**src/rtl/axi_fifo_pkg.sv**
```systemverilog
// Shared constants and AR payload layout for the AXI read-address delay FIFO.
// The slot itself treats the payload as opaque; the field map serves the parent FIFO.
package axi_fifo_pkg;

  localparam int DATA_WIDTH = 71;
  localparam int CNT_WIDTH  = 32;

  localparam int ARTRUST_LSB  = 0;
  localparam int ARTRUST_MSB  = 0;
  localparam int ARSIZE_LSB   = 1;
  localparam int ARSIZE_MSB   = 3;
  localparam int ARPROT_LSB   = 4;
  localparam int ARPROT_MSB   = 6;
  localparam int ARLOCK_LSB   = 7;
  localparam int ARLOCK_MSB   = 7;
  localparam int RSVD_LSB     = 8;
  localparam int RSVD_MSB     = 8;
  localparam int ARLEN_LO_LSB = 9;
  localparam int ARLEN_LO_MSB = 12;
  localparam int ARID_LSB     = 13;
  localparam int ARID_MSB     = 20;
  localparam int ARCACHE_LSB  = 21;
  localparam int ARCACHE_MSB  = 24;
  localparam int ARBURST_LSB  = 25;
  localparam int ARBURST_MSB  = 26;
  localparam int ARADDR_LSB   = 27;
  localparam int ARADDR_MSB   = 66;
  localparam int ARLEN_HI_LSB = 67;
  localparam int ARLEN_HI_MSB = 70;

  // Declared MSB first so the packed bit positions match the localparams above.
  typedef struct packed {
    logic [3:0]  arlen_hi;
    logic [39:0] araddr;
    logic [1:0]  arburst;
    logic [3:0]  arcache;
    logic [7:0]  arid;
    logic [3:0]  arlen_lo;
    logic        rsvd;
    logic        arlock;
    logic [2:0]  arprot;
    logic [2:0]  arsize;
    logic        artrust;
  } ar_payload_t;

endpackage

```
**src/rtl/slot_delay_counter.sv**
```systemverilog
// Loadable down-counter that holds a FIFO slot back for a programmed number of cycles.
// A load always wins over the decrement; the count saturates at zero.
module slot_delay_counter #(
  parameter int CNT_WIDTH = axi_fifo_pkg::CNT_WIDTH
) (
  input  logic                 cpu_clk,
  input  logic                 cpu_rst_b,
  input  logic                 load_en_i,
  input  logic [CNT_WIDTH-1:0] load_val_i,
  output logic                 done_o
);

  logic [CNT_WIDTH-1:0] count_q;
  logic [CNT_WIDTH-1:0] count_d;

  always_comb begin
    count_d = count_q;
    if (load_en_i) begin
      count_d = load_val_i;
    end else if (count_q != '0) begin
      count_d = count_q - 1'b1;
    end
  end

  always_ff @(posedge cpu_clk or negedge cpu_rst_b) begin
    if (!cpu_rst_b) begin
      count_q <= '0;
    end else begin
      count_q <= count_d;
    end
  end

  assign done_o = (count_q == '0);

endmodule

```
**src/rtl/axi_ar_delay_slot.sv**
```systemverilog
// One AR delay-FIFO slot: an opaque payload register plus a release-delay counter.
// No handshake lives here; the parent owns valid, pointers and pop decisions.
module axi_ar_delay_slot #(
  parameter int DATA_WIDTH = axi_fifo_pkg::DATA_WIDTH,
  parameter int CNT_WIDTH  = axi_fifo_pkg::CNT_WIDTH
) (
  input  logic                  cpu_clk,
  input  logic                  cpu_rst_b,
  input  logic                  create_en,
  input  logic [DATA_WIDTH-1:0] data_in,
  output logic [DATA_WIDTH-1:0] data_out,
  input  logic                  counter_en,
  input  logic [CNT_WIDTH-1:0]  counter_load,
  output logic                  counter_done
);

  logic [DATA_WIDTH-1:0] data_q;
  logic [DATA_WIDTH-1:0] data_d;

  always_comb begin
    data_d = data_q;
    if (create_en) begin
      data_d = data_in;
    end
  end

  always_ff @(posedge cpu_clk or negedge cpu_rst_b) begin
    if (!cpu_rst_b) begin
      data_q <= '0;
    end else begin
      data_q <= data_d;
    end
  end

  assign data_out = data_q;

  // Loads are independent of creates: a slot created without a load stays at zero and is poppable.
  slot_delay_counter #(
    .CNT_WIDTH (CNT_WIDTH)
  ) u_delay_cnt (
    .cpu_clk    (cpu_clk),
    .cpu_rst_b  (cpu_rst_b),
    .load_en_i  (counter_en),
    .load_val_i (counter_load),
    .done_o     (counter_done)
  );

endmodule

```
**config.mk**
```make
export PLATFORM = sky130hd
export DESIGN_NAME = axi_ar_delay_slot
export DESIGN_NICKNAME = d
export VERILOG_FILES = /design/src/rtl/axi_fifo_pkg.sv /design/src/rtl/slot_delay_counter.sv /design/src/rtl/axi_ar_delay_slot.sv
export SDC_FILE = /design/constraint.sdc
export NUM_CORES = 1
export LEC_CHECK = 0
export ABC_AREA = 1
export CAP_MARGIN = 20
export CORE_ASPECT_RATIO = 0.75
export CORE_UTILIZATION = 45
export DETAILED_ROUTE_END_ITERATION = 6
export HOLD_SLACK_MARGIN = 0.03
export PLACE_DENSITY_LB_ADDON = 0.2
export RECOVER_POWER = 25
export SLEW_MARGIN = 0
export SYNTH_ARGS = -nofsm -noshare
export SYNTH_HDL_FRONTEND = slang
export SYNTH_SLANG_ARGS = --single-unit
```
**constraint.sdc**
```tcl
create_clock -name cpu_clk -period 2.2 [get_ports cpu_clk]
set_input_delay 0.55 -clock cpu_clk [delete_from_list [all_inputs] [get_ports cpu_clk]]
set_output_delay 0.55 -clock cpu_clk [all_outputs]
set_load 0.01 [all_outputs]
```
==> flow_metrics.py <==
metrics = {
    "route": {
        "viasPerCell": 4.979,
        "first_pass_iters": 5,
        "final_antenna_net_count": 0,
        "drtIter0Drc": 186,
        "vias": 4362,
        "finalWirelength_um": 14290,
        "drc": 0,
        "routedWlPerCell_um": 16.31,
    },
    "critical_path": {
        "critical_path.max_fanout": 3,
        "critical_path.max_stage_delay_ps": 350,
        "critPathKind": "reg2reg",
        "r2r_end": "u_delay_cnt.count_q[26]",
        "slowest_stage": "dfrtp_1",
        "rr_startpoint": "u_delay_cnt.count_q[9]",
        "end_kind": "flip-flop",
        "cp_data_required_time_ps": 2430,
        "cp.arrival_ps": 2360,
        "cpMostUsedCell": "buf_4",
        "worstSetupStartpointType": "flip-flop",
        "r2r_slack_ps": 70,
        "cp_cell_sequence": "nor2_1 > buf_4 > buf_4 > buf_4 > buf_4 > buf_4 > buf_4 > buf_4 > buf_4 > nand2_1 > inv_1 > nand3_2 > nor2_1 > nand2_1 > nand3_1 > nand2_1 > inv_1",
        "worst_r2r_path_depth": 17,
    },
    "finish": {
        "layout_commonest_cell": "clkdlybuf4s50_1",
        "syn_to_final_growth_pct": 53.43,
        "nets": 843,
        "antenna_cells": 0,
        "fillers": 783,
        "drive_above_1_share_pct": 26.49,
        "final_cell_mix": "clkdlybuf4s50_1, nand2_1, dfrtp_1",
        "fin_area_mm2": 0.007606,
    },
    "yosys": {
        "synth_cells": 505,
        "synth_ff_type": "dfrtp_1",
        "async_flop_share_pct": 100.0,
        "synth_edf_count": 0,
        "post_synth_num_cell_types": 31,
        "netlist_area_mm2": 0.004957,
        "ys_seq_elements": 103,
        "synth_nets": 613,
        "avgSynthCellArea_um2": 9.816,
        "ys_seq_area_share_pct": 51.99,
        "yosysWarnings": 0,
    },
    "timing": {
        "slew_headroom_pct": 34.57,
        "tightest_slew_ps": 981.4,
        "fmax_ghz": 0.4698,
        "setup_viol": 0,
        "hold_slack_ps": 356.9,
        "layout_setup_ws_ps": 71.43,
        "finalCritPeriodShare_pct": 96.75,
        "hold_viol": 0,
        "fin_crit_ps": 2129,
        "fin_setup_tns_ps": 0,
        "slew_violations": 0,
        "fin_worst_skew_ps": 6.768,
        "grt_setup_unrepaired": "true",
    },
    "grt": {
        "grt_pass1_vias": 4548,
        "gr-total-overflow": 0,
        "grt_usage_pct": 25.78,
        "grt_max_degree": 59,
        "grt_first_pass_wirelength_um": 22400,
        "antenna_found_initial": 0,
    },
    "die": {
        "dieArea_mm2": 0.01144,
        "die_x_um": 123.2,
        "io_pins": 179,
        "die_y_um": 92.90,
        "std_cell_rows": 32,
        "initial_utilization_pct": 47.26,
        "core_area_mm2": 0.01049,
    },
    "pwr": {
        "pwr_density_cell_mw_per_mm2": 657.3,
        "vdd_drop_max_uv": 471.5,
        "leakagePower_nw": 3.333,
    },
    "run_status": {
        "status": "finished, final reports clean",
    },
    "clock_tree": {
        "clock_path_buffers": 2,
        "clk_pin_slew_worst_paths_ps": 70,
        "worstSkewPairLatency_ps": 340,
        "clock-root-buffer": "clkbuf_16",
        "cts_sinks": 103,
        "htreeDepth": 3,
        "cts_tree": "yes",
        "hold_buffers": 0,
        "numCtsBuffers": 9,
    },
    "placement": {
        "gp_congestion": 0.9758,
        "place_ws_ps": -16.74,
        "dpl_cell_area_mm2": 0.007206,
        "dp_hpwl_um": 10950,
        "port_buffers": 178,
    },
    "worst_hold_path": {
        "min_path_type": "in2async",
    },
    "run": {
        "maxCapViolCount": 0,
    },
}
[per-layer routing]
metal | share of wire (%) | vias to the layer above | track usage (%)
met1 | 42 | 2085 | 32.96
li1 | - | 2105 | -
met4 | 1.4 | 0 | 6.225
met5 | 0 | - | 0
met3 | 8.2 | 15 | 7.759
met2 | 48 | 157 | 42.60
[Yosys cell counts (2+ instances only)]
cell type,number,area (um2)
nand3_1,21,105.1
o21ai_2,4,35.03
nand2_1,121,454.2
nor2_2,13,81.33
dfrtp_1,103,2577
o21ai_1,5,25.02
clkbuf_1,4,15.01
xor2_1,7,61.31
nand2_4,2,22.52
mux2_2,71,799.5
nor3_1,3,15.01
buf_2,9,45.04
or2_2,4,25.02
and2_1,2,12.51
nand4_1,3,18.77
nand2_2,4,25.02
o21ai_0,12,60.06
inv_1,30,112.6
a21oi_1,6,30.03
xnor2_1,6,52.55
nor2_1,57,214.0
nand3b_1,2,15.01
nand3_2,4,40.04
nor2_4,5,56.30
[critical path, delay by kind of cell (launching register included)]
family / cells / cell delay, ps
buffers and inverters: 10 / 1090
DFF: 1 / 350
and+or+nand+nor: 7 / 570
[layout make-up]
class / instances / area (um2) / area share [%]
Sequential cell: 103 / 2577 / 33.89
Multi-Input combinational cell: 355 / 2231 / 29.33
Timing Repair Buffer: 233 / 2198 / 28.90
Clock buffer: 11 / 252.7 / 3.323
Tap cell: 136 / 170.2 / 2.237
Inverter: 33 / 127.6 / 1.678
Clock inverter: 5 / 48.80 / 0.6416
[where the power goes]
| part | total [mW] | switching, mW | internal, mW |
|---|---|---|---|
| combinational | 1.22 | 0.511 | 0.705 |
| clock | 1.58 | 0.728 | 0.855 |
| sequential | 2.20 | 0.118 | 2.08 |
| total | 5.00 | 1.36 | 3.64 |
[through the flow]
stage | power [mW] | util [%] | instances
after global placement | 3.370 | 68.69 | 850
after global routing | 5.229 | 72.51 | 876
after CTS | 5.048 | 72.61 | 876
final | 4.999 | 72.51 | 876
after floorplan | 2.694 | - | 505
after detailed placement | 3.410 | 68.69 | 850
[registers in the layout, summed over array words and instances, names as in the netlist]
signal               flops
data_out                71
u_delay_cnt.count_q     32
[how the worst max path moves through the flow]
stage / end / slack (ps) / startpoint
after global placement: counter_done / 2 / u_delay_cnt.count_q[0]
final: u_delay_cnt.count_q[26] / 70 / u_delay_cnt.count_q[9]
after detailed placement: counter_done / -20 / u_delay_cnt.count_q[0]
after CTS: u_delay_cnt.count_q[30] / 70 / u_delay_cnt.count_q[9]
after floorplan: counter_done / 360 / u_delay_cnt.count_q[0]
after global routing: u_delay_cnt.count_q[26] / -50 / u_delay_cnt.count_q[9]
[repair_timing]
action,in CTS,in global routing
pin swaps,8,1
buffers inserted,10,0
cloned,0,0
resized for setup,17,3
endpoints found under the setup margin,1,5
[kinds of logic (layout without fill, tap and decap cells)]
logic type | Yosys count | after routing | share of synthesized area, %
buffers and inverters | 47 | 282 | 4.013
xor gates and xnor gates | 13 | 13 | 2.297
and+or+nand+nor | 242 | 242 | 22.14
DFF | 103 | 103 | 51.99
muxes | 71 | 71 | 16.13
adders and majority gates | 1 | 1 | 0.2524
AOI/OAI and AO/OA | 28 | 28 | 3.180
Note: power is estimated with default switching activity, not from simulation.
